$ cat src/rtl/burst_addr_accum_pkg.sv
// Shared definitions for the gated phase/address accumulator of the function generator.
// Default widths are shared with the waveform RAM and the gated-signal stage.
package burst_addr_accum_pkg;

  typedef enum logic [1:0] {
    StIdle   = 2'd0,
    StRun    = 2'd1,
    StFinish = 2'd2,
    StHold   = 2'd3
  } state_e;

  localparam int unsigned AfgAccW  = 32;
  localparam int unsigned AfgAddrW = 12;
  localparam int unsigned AfgCntW  = 16;

endpackage

$ cat src/rtl/burst_addr_accum_if.sv
// Control/address bundle between the accumulator and its controller.
// The master side drives gate and frequency controls; the slave side returns addresses.
interface burst_addr_accum_if
  import burst_addr_accum_pkg::*;
#(
  parameter int unsigned ACC_W  = AfgAccW,
  parameter int unsigned ADDR_W = AfgAddrW,
  parameter int unsigned CNT_W  = AfgCntW
);

  logic              gate;
  logic [ACC_W-1:0]  freq_word;
  logic              freq_load;
  logic              burst_mode;
  logic [CNT_W-1:0]  burst_count;
  logic [ADDR_W-1:0] addr_out;
  logic              addr_valid;
  logic              ba_carry_out;
  logic              burst_done;

  modport master (
    output gate, freq_word, freq_load, burst_mode, burst_count,
    input  addr_out, addr_valid, ba_carry_out, burst_done
  );

  modport slave (
    input  gate, freq_word, freq_load, burst_mode, burst_count,
    output addr_out, addr_valid, ba_carry_out, burst_done
  );

endinterface

$ cat src/rtl/burst_period_cnt.sv
// Burst period counter: counts completed periods against a latched limit and
// flags the carry that completes the final period of a burst.
module burst_period_cnt #(
  parameter int unsigned CNT_W = 16
) (
  input  logic             clk,
  input  logic             rst,
  input  logic             clear,
  input  logic             carry_pulse,
  input  logic             limit_load,
  input  logic [CNT_W-1:0] limit,
  input  logic             burst_mode,
  output logic             done_hit
);

  logic [CNT_W-1:0] cnt_q, cnt_d;
  logic [CNT_W-1:0] limit_q, limit_d;
  logic [CNT_W:0]   cnt_plus;
  logic             burst_active;

  // One bit wider so a saturated count can never alias onto a small limit.
  assign cnt_plus     = {1'b0, cnt_q} + {{CNT_W{1'b0}}, 1'b1};
  assign burst_active = burst_mode && (limit_q != '0);

  always_comb begin
    done_hit = carry_pulse && burst_active && (cnt_plus == {1'b0, limit_q});
    cnt_d    = cnt_q;
    limit_d  = limit_q;
    if (limit_load) begin
      limit_d = limit;
    end
    if (clear) begin
      cnt_d = '0;
    end else if (carry_pulse && (cnt_q != '1)) begin
      cnt_d = cnt_plus[CNT_W-1:0];
    end
  end

  always_ff @(posedge clk or posedge rst) begin
    if (rst) begin
      cnt_q   <= '0;
      limit_q <= '0;
    end else begin
      cnt_q   <= cnt_d;
      limit_q <= limit_d;
    end
  end

endmodule

$ cat src/rtl/burst_addr_accum.sv
// Gated phase accumulator producing waveform-memory read addresses, a wrap
// carry pulse for gate alignment, and optional N-period burst operation.
module burst_addr_accum
  import burst_addr_accum_pkg::*;
#(
  parameter int unsigned ACC_W  = AfgAccW,
  parameter int unsigned ADDR_W = AfgAddrW,
  parameter int unsigned CNT_W  = AfgCntW
) (
  input logic               clk,
  input logic               rst,
  burst_addr_accum_if.slave bus
);

  state_e           state_q, state_d;
  logic [ACC_W-1:0] acc_q, acc_d;
  logic [ACC_W-1:0] incr_q, incr_d;
  logic             carry_q, carry_d;
  logic             done_q, done_d;
  logic             valid_q, valid_d;
  logic [ACC_W:0]   sum;
  logic             accumulating;
  logic             carry;
  logic             start;
  logic             done_hit;

  assign accumulating = (state_q == StRun) || (state_q == StFinish);
  assign sum          = {1'b0, acc_q} + {1'b0, incr_q};
  assign carry        = accumulating && sum[ACC_W];
  assign start        = (state_q == StIdle) && bus.gate;

  burst_period_cnt #(
    .CNT_W (CNT_W)
  ) u_period_cnt (
    .clk         (clk),
    .rst         (rst),
    .clear       (start),
    .carry_pulse (carry),
    .limit_load  (start),
    .limit       (bus.burst_count),
    .burst_mode  (bus.burst_mode),
    .done_hit    (done_hit)
  );

  // Next-state logic.
  always_comb begin
    state_d = state_q;
    unique case (state_q)
      StIdle: begin
        if (bus.gate) state_d = StRun;
      end
      StRun: begin
        if (done_hit)       state_d = StHold;
        else if (!bus.gate) state_d = StFinish;
      end
      StFinish: begin
        // A wrap always closes the period, even if the gate came back on that edge.
        if (done_hit)      state_d = StHold;
        else if (carry)    state_d = StIdle;
        else if (bus.gate) state_d = StRun;
      end
      StHold: begin
        if (!bus.gate) state_d = StIdle;
      end
      default: state_d = StIdle;
    endcase
  end

  // Datapath and registered-output next values.
  always_comb begin
    incr_d  = bus.freq_load ? bus.freq_word : incr_q;
    acc_d   = '0;
    carry_d = carry;
    done_d  = done_hit;
    valid_d = (state_d == StRun) || (state_d == StFinish);
    // Leaving the running states parks the phase at zero.
    if (accumulating && valid_d) begin
      acc_d = sum[ACC_W-1:0];
    end
  end

  always_ff @(posedge clk or posedge rst) begin
    if (rst) begin
      state_q <= StIdle;
      acc_q   <= '0;
      incr_q  <= '0;
      carry_q <= 1'b0;
      done_q  <= 1'b0;
      valid_q <= 1'b0;
    end else begin
      state_q <= state_d;
      acc_q   <= acc_d;
      incr_q  <= incr_d;
      carry_q <= carry_d;
      done_q  <= done_d;
      valid_q <= valid_d;
    end
  end

  assign bus.addr_out     = acc_q[ACC_W-1 -: ADDR_W];
  assign bus.addr_valid   = valid_q;
  assign bus.ba_carry_out = carry_q;
  assign bus.burst_done   = done_q;

endmodule

$ cat src/flat_wrapper.sv
// flat-port wrapper written by rule: the top's interface ports become plain ports
module burst_addr_accum_flat import burst_addr_accum_pkg::*;
#(
  parameter int unsigned ACC_W  = AfgAccW,
  parameter int unsigned ADDR_W = AfgAddrW,
  parameter int unsigned CNT_W  = AfgCntW
)
  (clk, rst, bus_gate, bus_freq_word, bus_freq_load, bus_burst_mode, bus_burst_count, bus_addr_out, bus_addr_valid, bus_ba_carry_out, bus_burst_done);
  burst_addr_accum_if #(.ACC_W(ACC_W), .ADDR_W(ADDR_W), .CNT_W(CNT_W)) bus_i ();
  input logic clk;
  input logic rst;
  input wire logic [$bits(bus_i.gate)-1:0] bus_gate;
  input wire logic [$bits(bus_i.freq_word)-1:0] bus_freq_word;
  input wire logic [$bits(bus_i.freq_load)-1:0] bus_freq_load;
  input wire logic [$bits(bus_i.burst_mode)-1:0] bus_burst_mode;
  input wire logic [$bits(bus_i.burst_count)-1:0] bus_burst_count;
  output wire logic [$bits(bus_i.addr_out)-1:0] bus_addr_out;
  output wire logic [$bits(bus_i.addr_valid)-1:0] bus_addr_valid;
  output wire logic [$bits(bus_i.ba_carry_out)-1:0] bus_ba_carry_out;
  output wire logic [$bits(bus_i.burst_done)-1:0] bus_burst_done;
  assign bus_i.gate = bus_gate;
  assign bus_i.freq_word = bus_freq_word;
  assign bus_i.freq_load = bus_freq_load;
  assign bus_i.burst_mode = bus_burst_mode;
  assign bus_i.burst_count = bus_burst_count;
  assign bus_addr_out = bus_i.addr_out;
  assign bus_addr_valid = bus_i.addr_valid;
  assign bus_ba_carry_out = bus_i.ba_carry_out;
  assign bus_burst_done = bus_i.burst_done;
  burst_addr_accum #(.ACC_W(ACC_W), .ADDR_W(ADDR_W), .CNT_W(CNT_W)) u_core (.clk(clk), .rst(rst), .bus(bus_i));
endmodule
$ cat config.mk
export PLATFORM = sky130hd
export DESIGN_NAME = burst_addr_accum_flat
export DESIGN_NICKNAME = d
export VERILOG_FILES = /design/src/rtl/burst_addr_accum_pkg.sv /design/src/rtl/burst_addr_accum_if.sv /design/src/rtl/burst_period_cnt.sv /design/src/rtl/burst_addr_accum.sv /design/src/flat_wrapper.sv
export SDC_FILE = /design/constraint.sdc
export NUM_CORES = 1
export LEC_CHECK = 0
export BUFFER_PORTS_ARGS = -buffer_cell sky130_fd_sc_hd__buf_2
export CAP_MARGIN = 20
export CELL_PAD_IN_SITES_DETAIL_PLACEMENT = 1
export CELL_PAD_IN_SITES_GLOBAL_PLACEMENT = 2
export CORE_UTILIZATION = 33
export DETAILED_ROUTE_END_ITERATION = 6
export PLACE_DENSITY = 0.78
export REMOVE_ABC_BUFFERS = 1
export SLEW_MARGIN = 10
export SYNTH_ARGS = -nofsm -noshare
export SYNTH_HDL_FRONTEND = slang
export SYNTH_HIERARCHICAL = 1
export SYNTH_SLANG_ARGS = --single-unit
export TNS_END_PERCENT = 30
$ cat constraint.sdc
create_clock -name clk -period 4.6 [get_ports clk]
set_input_delay 0 -clock clk [delete_from_list [all_inputs] [get_ports clk]]
set_output_delay 0 -clock clk [all_outputs]
set_load 0.1 [all_outputs]
; Yosys cells after proc, flatten, opt, wreduce, memory -nomap -nowiden
; Index checks and enable logic that the tools add are counted.
[word_totals]
reg_bits = 101
in_bits = 53
out_inout_bits = 15
wordCells = 39
[op_classes]
addsub = 2
eq_ne = 7
n_mux = 10
reduce_logical = 12
[ops]
columns = operator, count
row1 = $add 32x32->33, 1
row2 = $mux 16, 2
row3 = $mux 32, 1
row4 = $add 16x1->17 const B, 1
row5 = $eq 17x16->1, 1
row6 = $ne 16x16->1 const B, 1
row7 = $reduce_bool 16->1, 1
row8 = $mux 2, 6
row9 = $pmux 2 s4, 1
row10 = $logic_and 1x1->1, 7
row11 = $eq 2x2->1 const B, 3
row12 = $eq 2x1->1 const B, 2
row13 = $logic_not 2->1, 1
row14 = $logic_or 1x1->1, 2
row15 = $reduce_bool 2->1, 1

; Longest topological paths before layout
; Gate-level depths: netlist of run 1.
[depth]
depth_word = 11
depth_mapped = 23
depth_no_buf = 22

; Hierarchy
; The synthesis of run 1 kept the hierarchy.
[by_module_without_submodules]
columns = module, n_inst, cells_each, area_per_inst_um2, seq_area_each_um2
row1 = burst_addr_accum, 1, 469, 4563.1, 1726.7
row2 = burst_period_cnt, 1, 201, 1923.1, 800.8

; Worst setup path before layout of run 1
; OpenSTA, ideal clock, no wires.
[synth_timing]
path_type = register to register
from = register u_core.incr_q[0]
to = register u_core.acc_q[6]
setup_time_ns = 0.069
arrival_time_ns = 4.510
t_required_ns = 4.531
path_slack_ns = 0.020
path_stages_with_launch = 24
n_path_buf = 1
synth_period_minus_slack_ns = 4.580
path_cell_list = dfrtp_1 -> ha_1 -> inv_1 -> fa_1 -> nand2b_1 -> a21oi_1 -> o21ai_0 -> a21oi_1 -> nand2_1 -> a21oi_1 -> nand4_1 -> nor3_1 -> nand4_1 -> a2111oi_2 -> nor4bb_1 -> o21ai_2 -> o21ai_1 -> nor2_1 -> nor2_1 -> nor4_1 -> or4_1 -> mux2_4 -> buf_6 -> nor2_2
[synth_via]
elab_chain_len = 10
word_cells_on_any_way = 13
cone_classes = add/sub (1) / eq/ne (2) / mux (5) / reduce/logical (5)
[synth_lines]
columns = item, line
row1 = from (decl), burst_addr_accum.sv:17  ; logic [ACC_W-1:0] incr_q, incr_d;
row2 = from (signal assigned), burst_addr_accum.sv:93  ; incr_q <= incr_d;
row3 = $add 32x32->33 *, burst_addr_accum.sv:28  ; assign sum = {1'b0, acc_q} + {1'b0, incr_q};
row4 = $logic_and 1x1->1 *, burst_addr_accum.sv:29  ; assign carry = accumulating && sum[ACC_W];
row5 = named net u_core.carry, burst_addr_accum.sv:23  ; logic carry;
row6 = $logic_and 1x1->1 * (2 in a row), burst_period_cnt.sv:26  ; done_hit = carry_pulse && burst_active && (cnt_plus == {1'b0, limit_q});
row7 = named net u_core.done_d, burst_addr_accum.sv:19  ; logic done_q, done_d;
row8 = $mux 2 (on tied branches), "burst_addr_accum.sv:58, burst_addr_accum.sv:53"
row9 = $pmux 2 s4 *, burst_addr_accum.sv:48  ; unique case (state_q)
row10 = $eq 2x1->1 / $eq 2x2->1 (equally long branches), burst_addr_accum.sv:75  ; valid_d = (state_d == StRun) || (state_d == StFinish);
row11 = $logic_or 1x1->1 *, burst_addr_accum.sv:75
row12 = $logic_and 1x1->1 *, burst_addr_accum.sv:77  ; if (accumulating && valid_d) begin
row13 = $mux 32 *, burst_addr_accum.sv:77
row14 = named net u_core.acc_d[6], burst_addr_accum.sv:16  ; logic [ACC_W-1:0] acc_q, acc_d;
row15 = to (signal assigned), burst_addr_accum.sv:85  ; acc_q <= '0;
row16 = to (signal assigned), burst_addr_accum.sv:92  ; acc_q <= acc_d;
row17 = to (decl), burst_addr_accum.sv:16
; The timed path passes the listed nets; every way through them passes the cells marked *.
; A chain may end at the register's enable or synchronous reset.

; Worst setup path after layout of run 1
[layout_timing]
from = register u_core.acc_q[27]
to = register u_core.acc_q[31]
[layout_via]
elab_chain_len = 10
word_cells_on_any_way = 13
cone_classes = add/sub (1) / eq/ne (2) / mux (5) / reduce/logical (5)
[layout_lines]
columns = item, line
row1 = $add 32x32->33 *, burst_addr_accum.sv:28
row2 = $logic_and 1x1->1 *, burst_addr_accum.sv:29
row3 = named net u_core.carry, burst_addr_accum.sv:23
row4 = $logic_and 1x1->1 * (2 in a row), burst_period_cnt.sv:26
row5 = named net u_core.done_d, burst_addr_accum.sv:19
row6 = $mux 2 (on tied branches), "burst_addr_accum.sv:58, burst_addr_accum.sv:53"
row7 = $pmux 2 s4 *, burst_addr_accum.sv:48
row8 = $eq 2x1->1 / $eq 2x2->1 (equally long branches), burst_addr_accum.sv:75
row9 = $logic_or 1x1->1 *, burst_addr_accum.sv:75
row10 = $logic_and 1x1->1 *, burst_addr_accum.sv:77
row11 = $mux 32 *, burst_addr_accum.sv:77
row12 = named net u_core.acc_d[31], burst_addr_accum.sv:16
; Marked as above.

==> results.sh, run 1 <==
export IMPL_netlist_cell_type_count=64
export IMPL_cp_start_kind="flop"
export IMPL_min_delay_worst_endpoint="u_core/state_q[0]"
export IMPL_antenna_left=0
export IMPL_worstSetupStartpoint="u_core/acc_q[27]"
export IMPL_synth_enable_flop_cells=0
export IMPL_clkTransAtPathRegs_ns=0.07
export IMPL_critical_path_top_delay_family="simple AND/OR/NAND/NOR gates"
export IMPL_synth_to_final_area_change_pct=30.3
export IMPL_design_final_nets=917
export IMPL_reg2regPathDepth=24
export IMPL_detailed_place_area_um2=7290
export IMPL_postSynthAreaPerCell_um2=9.68
export IMPL_asyncSetResetFlopFracSynth=1.00
export IMPL_inserted_clock_buffers=9
export IMPL_pin_count=68
export IMPL_worst_r2r_startpoint="u_core/acc_q[27]"
export IMPL_slowest_stage="or4_1"
export IMPL_drt_wl_total_um=18500
export IMPL_synth_top_cell_area_share=0.390
export IMPL_final_instance_count_excl_fill=1090
export IMPL_drv_slew=0
export IMPL_cts_root_buffer_cell="clkbuf_16"
export IMPL_violated_checks="setup timing"
export IMPL_synth_yosys_seq_area_share=0.390
export IMPL_postSynth_topFlopCell="dfrtp_1"
export IMPL_place_detailed_hpwl_um=13300
export IMPL_grt_overflow_total=0
export IMPL_critPathBufInv=4
export IMPL_endpoint_kind="flop"
export IMPL_grtUsageTotal=0.192
export IMPL_drt_pre_antenna_iters=4
export IMPL_synth_ff_latch_count=101
export IMPL_start_util=0.342
export IMPL_finalCoreUtilization=0.446
export IMPL_setup_tns_ns=-0.00373
export IMPL_synth_most_common_cell="dfrtp_1"
export IMPL_vdd_ir_drop_max_uv=208
export IMPL_grt_pass1_wl_um=30200
export IMPL_detailroute_via_count=5590
export IMPL_synth_area_um2=6490
export IMPL_yosys_area_top_type="dfrtp_1"
export IMPL_detail_route_wl_per_cell_um=17.0
export IMPL_cell_breakdown_of_the_critical_path="ha_4 > buf_6 > nand4_1 > o211ai_1 > o211ai_1 > a21oi_2 > buf_4 > nor2b_1 > a21oi_2 > nand4_1 > nor3_2 > nand4_1 > a2111oi_2 > nor4bb_2 > buf_4 > o21ai_4 > o21ai_2 > nor2_1 > nor2_1 > nor4_2 > or4_1 > mux2_4 > clkbuf_16 > nor2_2"
export IMPL_grt_start_max_net_pins=41
export IMPL_fin_crit_sh=1.00
export IMPL_cp_data_arrival_time_ns=4.89
export IMPL_antenna_found_initial=0
export IMPL_dp_cells=1005
export IMPL_final_fill_count=2144
export IMPL_maxSlewHeadroom=0.469
export IMPL_leakage_power_nw=3.77
export IMPL_layout_min_cycle_time_ns=4.60
export IMPL_final_design_area_no_fill_um2=8450
export IMPL_timing_worst_setup_path_type="flop to flop"
export IMPL_synth_commonest_cells="dfrtp_1, nor2_1, mux2_2"
export IMPL_cp_required_ns=4.88
export IMPL_cts_path_max_buffers=2
export IMPL_fin_worst_hold_slack_ns=0.0747
export IMPL_die_area_um2=20200
export IMPL_detail_route_drc_violations=0
export IMPL_die_h_um=142
export IMPL_skew_ns=0.0139
export IMPL_yosysWarningCount=6
export IMPL_worst_max_slew_pin_slew_ns=0.796
export IMPL_ys_top_cells_by_area="dfrtp_1, mux2_2, ha_1, xnor2_1, xor2_1"
export IMPL_die_width_um=142
export IMPL_worst_hold_path_num_cells=3
export IMPL_clock_tree_htree_level_count=3
export IMPL_r2r_end="u_core/acc_q[31]"
export IMPL_finalWeightedCongestion=0.888
export IMPL_min_delay_start="bus_gate"
export IMPL_port_buf_inserts=67
export IMPL_cellPowerDensity_nw_per_um2=506
export IMPL_core_area_um2=19000
export IMPL_n_antenna_cell=0
export IMPL_timing_fmax_mhz=217
export IMPL_setup_slack_ns=-0.00373
export IMPL_number_of_hold_violations_in_the_final_report=0
export IMPL_final_layout_size_suffix_gt1_frac=0.314
export IMPL_clk_latency_ns=0.36
export IMPL_post_synth_inst_count=670
export IMPL_setup_violations_final=1
export IMPL_status="finished, violations left"
export IMPL_drv_max_cap_violation_count=0
export IMPL_timing_hold_worst_class="input port to flop"
export IMPL_timing_critical_path_fanout_max=8
export IMPL_minimum_setup_slack_among_reg_to_reg_paths_ns=-0.004
export IMPL_row_count=50
export IMPL_rsz_0062_raised_after_global_routing="true"
export IMPL_timing_critical_path_mode_cell="nand4_1"
export IMPL_cts_tree="yes"
export IMPL_grt_pass1_vias=5954
export IMPL_tritoncts_num_sinks=101
export IMPL_routed_via_density=5.13
export IMPL_critical_path_max_stage_delay_ns=0.55
export IMPL_drt_iter0_drc=187
-- flip-flops by register name, summed over array words and instances, names as in the netlist --
name	flops
u_core/acc_q	32
u_core/incr_q	32
u_core/u_period_cnt/cnt_q	16
u_core/u_period_cnt/limit_q	16
u_core/state_q	2
u_core/bus.addr_valid	1
u_core/bus.ba_carry_out	1
u_core/bus.burst_done	1
-- worst reg2reg max path: cells and delay by family (launching register included) --
family | cells | cell delay (ns)
DFF | 1 | 0.44
muxes | 1 | 0.36
AOI/OAI and AO/OA | 7 | 1.08
adders and majority gates | 1 | 0.31
buffers and inverters | 4 | 0.64
and+or+nand+nor | 11 | 1.70
-- routing by layer --
layer	routed length, um	GRT usage	up-vias
met4	269	0.0543	0
li1	-	-	2690
met3	522	0.0293	19
met2	9290	0.338	88
met5	0	0	-
met1	8470	0.241	2793
-- kinds of logic (layout without fill, tap and decap cells) --
logic type      after synthesis  after routing  synth area share
buf+inv                      60            220            0.0490
flops                       101            101             0.390
mux                          52             52            0.0905
fa+ha+maj                    39             39            0.0764
compound gates              138            138             0.142
xor+xnor                     55             55            0.0743
simple gates                225            225             0.178
-- through the flow --
step / worst slack [ns] / total power, mW
2_1_floorplan: -0.367 / 2.57
3_3_place_gp: -0.125 / 3.17
3_5_place_dp: -0.422 / 3.23
4_1_cts: -0.0116 / 4.11
5_1_grt: -0.326 / 4.55
6_report: -0.00373 / 4.28
-- final cells by class --
cell class / instances / area [um^2] / share of cell area
clock inverters: 7 / 68.8 / 0.00814
clock buffers: 9 / 225 / 0.0267
inverters: 17 / 63.8 / 0.00755
flip-flops and latches: 101 / 2530 / 0.299
well taps: 260 / 325 / 0.0385
multi-input cells: 509 / 3830 / 0.453
repair buffers: 187 / 1410 / 0.167
-- worst max path at each step --
stage	end	slack, ns	cells after the start
2_1_floorplan	u_core/acc_q[30]	-0.37	20
3_3_place_gp	u_core/acc_q[11]	-0.13	24
3_5_place_dp	u_core/acc_q[7]	-0.42	24
4_1_cts	u_core/acc_q[29]	-0.01	24
5_1_grt	u_core/acc_q[28]	-0.33	25
6_report	u_core/acc_q[31]	-0.004	24
-- where the power goes --
part           internal, mW  switching, mW  leakage (nW)
combinational         0.965           1.29          2.35
clock                 0.381          0.381         0.144
sequential             1.08          0.182          1.28
total                  2.42           1.86          3.77
-- cells in the final DEF, fill, tap and decap left out, drive strengths merged, types with 9 or more instances in the layout --
cell type | synthesis | layout
o21ai | 32 | 32
and2 | 9 | 9
a21oi | 42 | 42
and3 | 9 | 9
xnor2 | 30 | 30
o211ai | 10 | 10
ha | 38 | 38
dfrtp | 101 | 101
buf | 24 | 137
nand3 | 12 | 12
xor2 | 25 | 25
nor3 | 19 | 19
clkbuf | 19 | 10
a31oi | 9 | 9
dlygate4sd3 | 0 | 49
mux2 | 50 | 50
inv | 17 | 20
nand4 | 17 | 17
a21o | 14 | 14
nand2 | 41 | 41
nor2 | 77 | 77
-- timing repair --
item | CTS | global route
cloned | 0 | 1
hold buffers | 49 | 0
pin swaps | 6 | 27
hold endpoints to repair | 109 | 0
gates resized for setup | 16 | 27
setup buffers | 9 | 9
endpoints found under the setup margin | 32 | 32
Power figures use the tool's default switching activity.
==> run 2, diff against run 1 <==
--- a/config.mk
+++ b/config.mk
@@ -9,9 +9,9 @@
 export CAP_MARGIN = 20
 export CELL_PAD_IN_SITES_DETAIL_PLACEMENT = 1
 export CELL_PAD_IN_SITES_GLOBAL_PLACEMENT = 2
-export CORE_UTILIZATION = 33
+export CORE_UTILIZATION = 34
 export DETAILED_ROUTE_END_ITERATION = 6
-export PLACE_DENSITY = 0.78
+export PLACE_DENSITY = 0.8
 export REMOVE_ABC_BUFFERS = 1
 export SLEW_MARGIN = 10
 export SYNTH_ARGS = -nofsm -noshare
==> results.sh, run 2 (same netlist as run 1, synthesis figures left out) <==
export IMPL_design_power_total_mw=4.25
export IMPL_die_h_um=140
export IMPL_final_fill_count=2118
export IMPL_reg_largest_list="u_core/acc_q: 32 flops, u_core/incr_q: 32 flops"
export IMPL_detailroute_via_count=5521
export IMPL_timing_hold_worst_class="input port to flop"
export IMPL_fin_crit_sh=0.992
export IMPL_pin_count=68
export IMPL_n_antenna_cell=0
export IMPL_clkTransAtPathRegs_ns=0.08
export IMPL_worst_max_slew_pin_slew_ns=0.955
export IMPL_final_cell_mix="dfrtp_1, buf_2, nor2_1"
export IMPL_setup_violations_final=0
export IMPL_routed_via_density=5.29
export IMPL_cts_root_buffer_cell="clkbuf_16"
export IMPL_grt_overflow_total=0
export IMPL_status="complete, no violations"
export IMPL_final_design_area_no_fill_um2=8220
export IMPL_synth_to_final_area_change_pct=26.7
export IMPL_core_area_um2=18700
export IMPL_port_buf_inserts=67
export IMPL_timing_critical_path_fanout_max=6
export IMPL_grtUsageTotal=0.194
export IMPL_start_util=0.347
export IMPL_cp_start_kind="flop"
export IMPL_cts_path_max_buffers=2
export IMPL_leakage_power_nw=3.68
export IMPL_clk_latency_ns=0.35
export IMPL_die_width_um=140
export IMPL_cp_data_arrival_time_ns=4.85
export IMPL_design_final_nets=898
export IMPL_grt_pass1_wl_um=30400
export IMPL_die_area_um2=19600
export IMPL_detail_route_drc_violations=0
export IMPL_endpoint_kind="flop"
export IMPL_detailed_place_area_um2=7220
export IMPL_drt_pre_antenna_iters=4
export IMPL_final_layout_size_suffix_gt1_frac=0.288
export IMPL_detail_route_wl_per_cell_um=17.6
export IMPL_drt_iter0_drc=193
export IMPL_number_of_hold_violations_in_the_final_report=0
export IMPL_timing_worst_setup_path_type="flop to flop"
export IMPL_skew_ns=0.0112
export IMPL_tritoncts_num_sinks=101
export IMPL_cp_required_ns=4.89
export IMPL_dp_cells=973
export IMPL_drt_wl_total_um=18400
export IMPL_drv_slew=0
export IMPL_cts_tree="yes"
export IMPL_vdd_ir_drop_max_uv=214
export IMPL_cellPowerDensity_nw_per_um2=518
export IMPL_finalWeightedCongestion=0.860
export IMPL_antenna_left=0
export IMPL_inserted_clock_buffers=9
export IMPL_place_detailed_hpwl_um=13600
export IMPL_timing_fmax_mhz=219
export IMPL_antenna_found_initial=0
export IMPL_finalCoreUtilization=0.439
export IMPL_layout_commonest_cell="dfrtp_1"
export IMPL_row_count=50
export IMPL_fin_worst_hold_slack_ns=0.0726
export IMPL_maxSlewHeadroom=0.362
export IMPL_rsz_0062_raised_after_global_routing="true"
export IMPL_grt_pass1_vias=5995
export IMPL_grt_start_max_net_pins=43
export IMPL_layout_min_cycle_time_ns=4.56
export IMPL_drv_max_cap_violation_count=0
export IMPL_clock_tree_htree_level_count=3
export IMPL_final_instance_count_excl_fill=1044
run 2: cell count changes in the layout (fill, tap and decap cells not counted), moves of 3 or more:
cell      change
buf_4        -17
nor2_4        -9
nor2_2        +8
clkinv_4      -3
run 2: final timing paths:
kind	startpoint	to	slack [ns]	cells past startpoint
hold reg to reg	u_core/incr_q[30]	u_core/incr_q[30]	0.52	1
max in group asynchronous	rst	u_core/incr_q[8]	3.19	4
min in group asynchronous	rst	u_core/u_period_cnt/limit_q[12]	0.31	4
hold / removal	bus_gate	u_core/state_q[1]	0.07	3
setup reg to reg	u_core/incr_q[0]	u_core/acc_q[3]	0.04	24
setup / recovery	u_core/incr_q[0]	u_core/acc_q[3]	0.04	24
run 2: metal layers:
layer / vias up / wire (um) / track usage / part of all wire
met5: - / 0 / 0 / 0
met4: 0 / 242 / 0.0515 / 0.013
met3: 23 / 439 / 0.0321 / 0.024
met2: 89 / 9480 / 0.354 / 0.52
met1: 2755 / 8220 / 0.235 / 0.45
li1: 2654 / - / - / -
run 2: stage by stage:
| stage | worst slack (ns) | setup TNS (ns) |
|---|---|---|
| after floorplan | -0.367 | -8.36 |
| after CTS | 0.0106 | 0 |
| after global routing | -0.282 | -7.43 |
| after detailed placement | -0.326 | -8.55 |
| final | 0.0391 | 0 |
| after global placement | -0.115 | -2.42 |
run 2: timing repair:
action / CTS / global route
resized for setup: 10 / 13
cloned: 0 / 1
pin swaps: 4 / 7
hold buffers: 49 / 0
endpoints found under the setup margin: 32 / 32
buffers inserted: 0 / 6
hold endpoints to repair: 121 / 0
run 2: layout make-up:
type	count	area, um^2	area share
Sequential cell	101	2530	0.308
Clock buffer	11	253	0.0308
Tap cell	234	293	0.0356
Inverter	17	63.8	0.00776
Clock inverter	4	77.6	0.00944
Multi-Input combinational cell	509	3740	0.455
Timing Repair Buffer	168	1260	0.154
run 2: critical path, cell delays in order (launching register included):
cell	delay [ns]
dfrtp_1	0.37
ha_2	0.19
inv_1	0.06
fa_2	0.35
nand2b_4	0.16
a21oi_4	0.14
o21ai_2	0.09
a21oi_2	0.18
nand2_1	0.11
a21oi_2	0.19
nand4_1	0.13
nor3_2	0.12
nand4_1	0.12
a2111oi_2	0.28
nor4bb_2	0.25
buf_4	0.16
o21ai_2	0.07
o21ai_2	0.08
nor2_1	0.09
nor2_1	0.09
nor4_1	0.08
or4_1	0.55
mux2_4	0.36
clkbuf_16	0.19
nor2_2	0.10
run 2: power breakdown:
| part | internal (mW) | switching (mW) |
|---|---|---|
| registers | 1.08 | 0.181 |
| logic | 0.909 | 1.22 |
| clock network | 0.508 | 0.357 |
| total | 2.49 | 1.76 |
==> run 3, diff against run 2 <==
--- a/config.mk
+++ b/config.mk
@@ -5,11 +5,12 @@
 export SDC_FILE = /design/constraint.sdc
 export NUM_CORES = 1
 export LEC_CHECK = 0
+export ABC_AREA = 1
 export BUFFER_PORTS_ARGS = -buffer_cell sky130_fd_sc_hd__buf_2
 export CAP_MARGIN = 20
 export CELL_PAD_IN_SITES_DETAIL_PLACEMENT = 1
 export CELL_PAD_IN_SITES_GLOBAL_PLACEMENT = 2
-export CORE_UTILIZATION = 34
+export CORE_UTILIZATION = 32
 export DETAILED_ROUTE_END_ITERATION = 6
 export PLACE_DENSITY = 0.8
 export REMOVE_ABC_BUFFERS = 1
==> results.sh, run 3 <==
export IMPL_status="complete, no violations"
export IMPL_final_fill_count=2367
export IMPL_n_antenna_cell=0
export IMPL_cts_repair_timing_setup_buffer_count=0
export IMPL_synth_yosys_seq_area_share=0.387
export IMPL_endpoint_kind="flop"
export IMPL_design_final_nets=994
export IMPL_rsz_0062_raised_after_global_routing="false"
export IMPL_clk_latency_ns=0.35
export IMPL_cts_tree="yes"
export IMPL_cp_data_arrival_time_ns=4.09
export IMPL_leakage_power_nw=3.78
export IMPL_cts_path_max_buffers=2
export IMPL_asyncSetResetFlopFracSynth=1.00
export IMPL_synth_commonest_cells="nand2_1, dfrtp_1, inv_1"
export IMPL_die_width_um=145
export IMPL_routed_via_density=4.67
export IMPL_inserted_clock_buffers=9
export IMPL_final_design_area_no_fill_um2=7870
export IMPL_critical_path_max_stage_delay_ns=0.47
export IMPL_post_synth_inst_count=796
export IMPL_cellPowerDensity_nw_per_um2=513
export IMPL_place_detailed_hpwl_um=13300
export IMPL_port_buf_inserts=67
export IMPL_core_area_um2=19700
export IMPL_detailroute_via_count=5469
export IMPL_antenna_found_initial=0
export IMPL_setup_slack_ns=0.772
export IMPL_reg_largest_list="u_core/acc_q: 32 flops, u_core/incr_q: 32 flops"
export IMPL_timing_critical_path_fanout_max=32
export IMPL_tritoncts_num_sinks=101
export IMPL_number_of_hold_violations_in_the_final_report=0
export IMPL_postSynthAreaPerCell_um2=8.21
export IMPL_drt_wl_total_um=17300
export IMPL_grtUsageTotal=0.175
export IMPL_timing_worst_setup_path_type="flop to flop"
export IMPL_drt_iter0_drc=159
export IMPL_yosys_area_top_type="dfrtp_1"
export IMPL_synth_to_final_area_change_pct=20.3
export IMPL_clkTransAtPathRegs_ns=0.07
export IMPL_worst_max_slew_pin_slew_ns=0.797
export IMPL_finalWeightedCongestion=0.782
export IMPL_slowest_stage="nand3_4"
export IMPL_cp_required_ns=4.86
export IMPL_yosysWarningCount=6
export IMPL_detailed_place_area_um2=7060
export IMPL_synth_most_common_cell="nand2_1"
export IMPL_die_area_um2=21000
export IMPL_final_layout_size_suffix_gt1_frac=0.217
export IMPL_sequential_cell_area_um2=2530
export IMPL_synth_top_cell_area_share=0.387
export IMPL_layout_commonest_cell="nand2_1"
export IMPL_synth_enable_flop_cells=0
export IMPL_design_power_total_mw=4.04
export IMPL_detailedPlace_worstSlack_ns=0.710
export IMPL_netlist_cell_type_count=45
export IMPL_die_h_um=145
export IMPL_grt_pass1_vias=5990
export IMPL_maxSlewHeadroom=0.469
export IMPL_drv_slew=0
export IMPL_synth_area_um2=6540
export IMPL_vdd_ir_drop_max_uv=294
export IMPL_row_count=51
export IMPL_timing_hold_worst_class="input port to flop"
export IMPL_cts_resized_gates=0
export IMPL_final_cell_mix="nand2_1, dfrtp_1, inv_1"
export IMPL_detail_route_drc_violations=0
export IMPL_start_util=0.332
export IMPL_synth_ff_latch_count=101
export IMPL_cp_start_kind="flop"
export IMPL_cts_root_buffer_cell="clkbuf_16"
export IMPL_antenna_left=0
export IMPL_layout_min_cycle_time_ns=3.83
export IMPL_drv_max_cap_violation_count=0
export IMPL_pin_count=68
export IMPL_ys_top_cells_by_area="dfrtp_1, nand2_1, ha_1, mux2_2, inv_1"
export IMPL_detail_route_wl_per_cell_um=14.7
export IMPL_timing_critical_path_mode_cell="nand2_1"
export IMPL_multiInputGateArea_um2=3490
export IMPL_skew_ns=0.0138
export IMPL_postSynth_topFlopCell="dfrtp_1"
export IMPL_grt_pass1_wl_um=29600
export IMPL_grt_start_max_net_pins=36
export IMPL_drt_pre_antenna_iters=4
export IMPL_clock_tree_htree_level_count=3
export IMPL_fin_crit_sh=0.832
export IMPL_setup_tns_ns=0
export IMPL_grt_overflow_total=0
export IMPL_setup_violations_final=0
export IMPL_timing_fmax_mhz=261
export IMPL_fin_worst_hold_slack_ns=0.127
run 3: cell types whose count changed after synthesis, sizes merged, moves of 11 or more:
cell | previous run | this run
a21o | 14 | 3
xnor2 | 30 | 15
nor2 | 77 | 106
nand2 | 41 | 205
xor2 | 25 | 14
inv | 17 | 93
mux2 | 50 | 34
clkbuf | 19 | 7
nor3 | 19 | 8
nand3 | 12 | 36
run 3: worst paths after layout:
| kind | from | to | slack, ns | depth (start not counted) |
|---|---|---|---|---|
| max in group asynchronous | rst | u_core/acc_q[31] | 3.32 | 4 |
| min in group asynchronous | rst | u_core/u_period_cnt/cnt_q[7] | 0.31 | 4 |
| max | u_core/incr_q[0] | u_core/acc_q[10] | 0.77 | 30 |
| min reg2reg | u_core/incr_q[0] | u_core/incr_q[0] | 0.51 | 1 |
| min | bus_gate | u_core/state_q[0] | 0.13 | 3 |
| max reg2reg | u_core/incr_q[0] | u_core/acc_q[10] | 0.77 | 30 |
run 3: cell type report:
| class | instances | area share |
|---|---|---|
| clock buffers | 14 | 0.0361 |
| clock inverters | 2 | 0.00493 |
| inverters | 94 | 0.0448 |
| multi-input cells | 577 | 0.443 |
| flip-flops and latches | 101 | 0.321 |
| well taps | 265 | 0.0421 |
| repair buffers | 119 | 0.108 |
run 3: layer usage:
| layer | part of all wire | up-vias | GRT usage |
|---|---|---|---|
| li1 | - | 2772 | - |
| met1 | 0.44 | 2638 | 0.207 |
| met2 | 0.53 | 48 | 0.325 |
| met3 | 0.021 | 11 | 0.0336 |
| met4 | 0.0096 | 0 | 0.0351 |
| met5 | 0 | - | 0 |
run 3: worst max-delay path, delay by kind of cell (launching register included):
| kind | cells | cell delay (ns) |
|---|---|---|
| AND/OR/NAND/NOR | 21 | 2.31 |
| adder cells (fa/ha/maj) | 2 | 0.55 |
| buffers and inverters | 5 | 0.38 |
| flip-flops | 1 | 0.34 |
| AO/OA/AOI/OAI | 2 | 0.13 |
run 3: report_power, final:
group | total, mW | leakage (nW) | switching (mW) | internal (mW)
combinational | 2.00 | 2.33 | 1.36 | 0.636
clock | 0.819 | 0.159 | 0.336 | 0.483
sequential | 1.22 | 1.29 | 0.131 | 1.09
total | 4.04 | 3.78 | 1.83 | 2.21
run 3: timing repair:
action	in CTS	in global routing
setup endpoints to repair	0	0
hold endpoints to repair	114	0
hold buffers	49	0
run 3: kinds of logic after synthesis:
group | after synthesis | synth area share
compound gates | 103 | 0.103
flops | 101 | 0.387
fa+ha+maj | 39 | 0.0758
buf+inv | 118 | 0.0804
mux | 34 | 0.0586
xor+xnor | 29 | 0.0388
simple gates | 372 | 0.257
run 3: metrics by stage:
stage | cells | util
floorplan | 772 | -
global placement | 1107 | 0.358
detailed placement | 1107 | 0.358
CTS | 1172 | 0.399
global route | 1172 | 0.399
finish | 1172 | 0.399
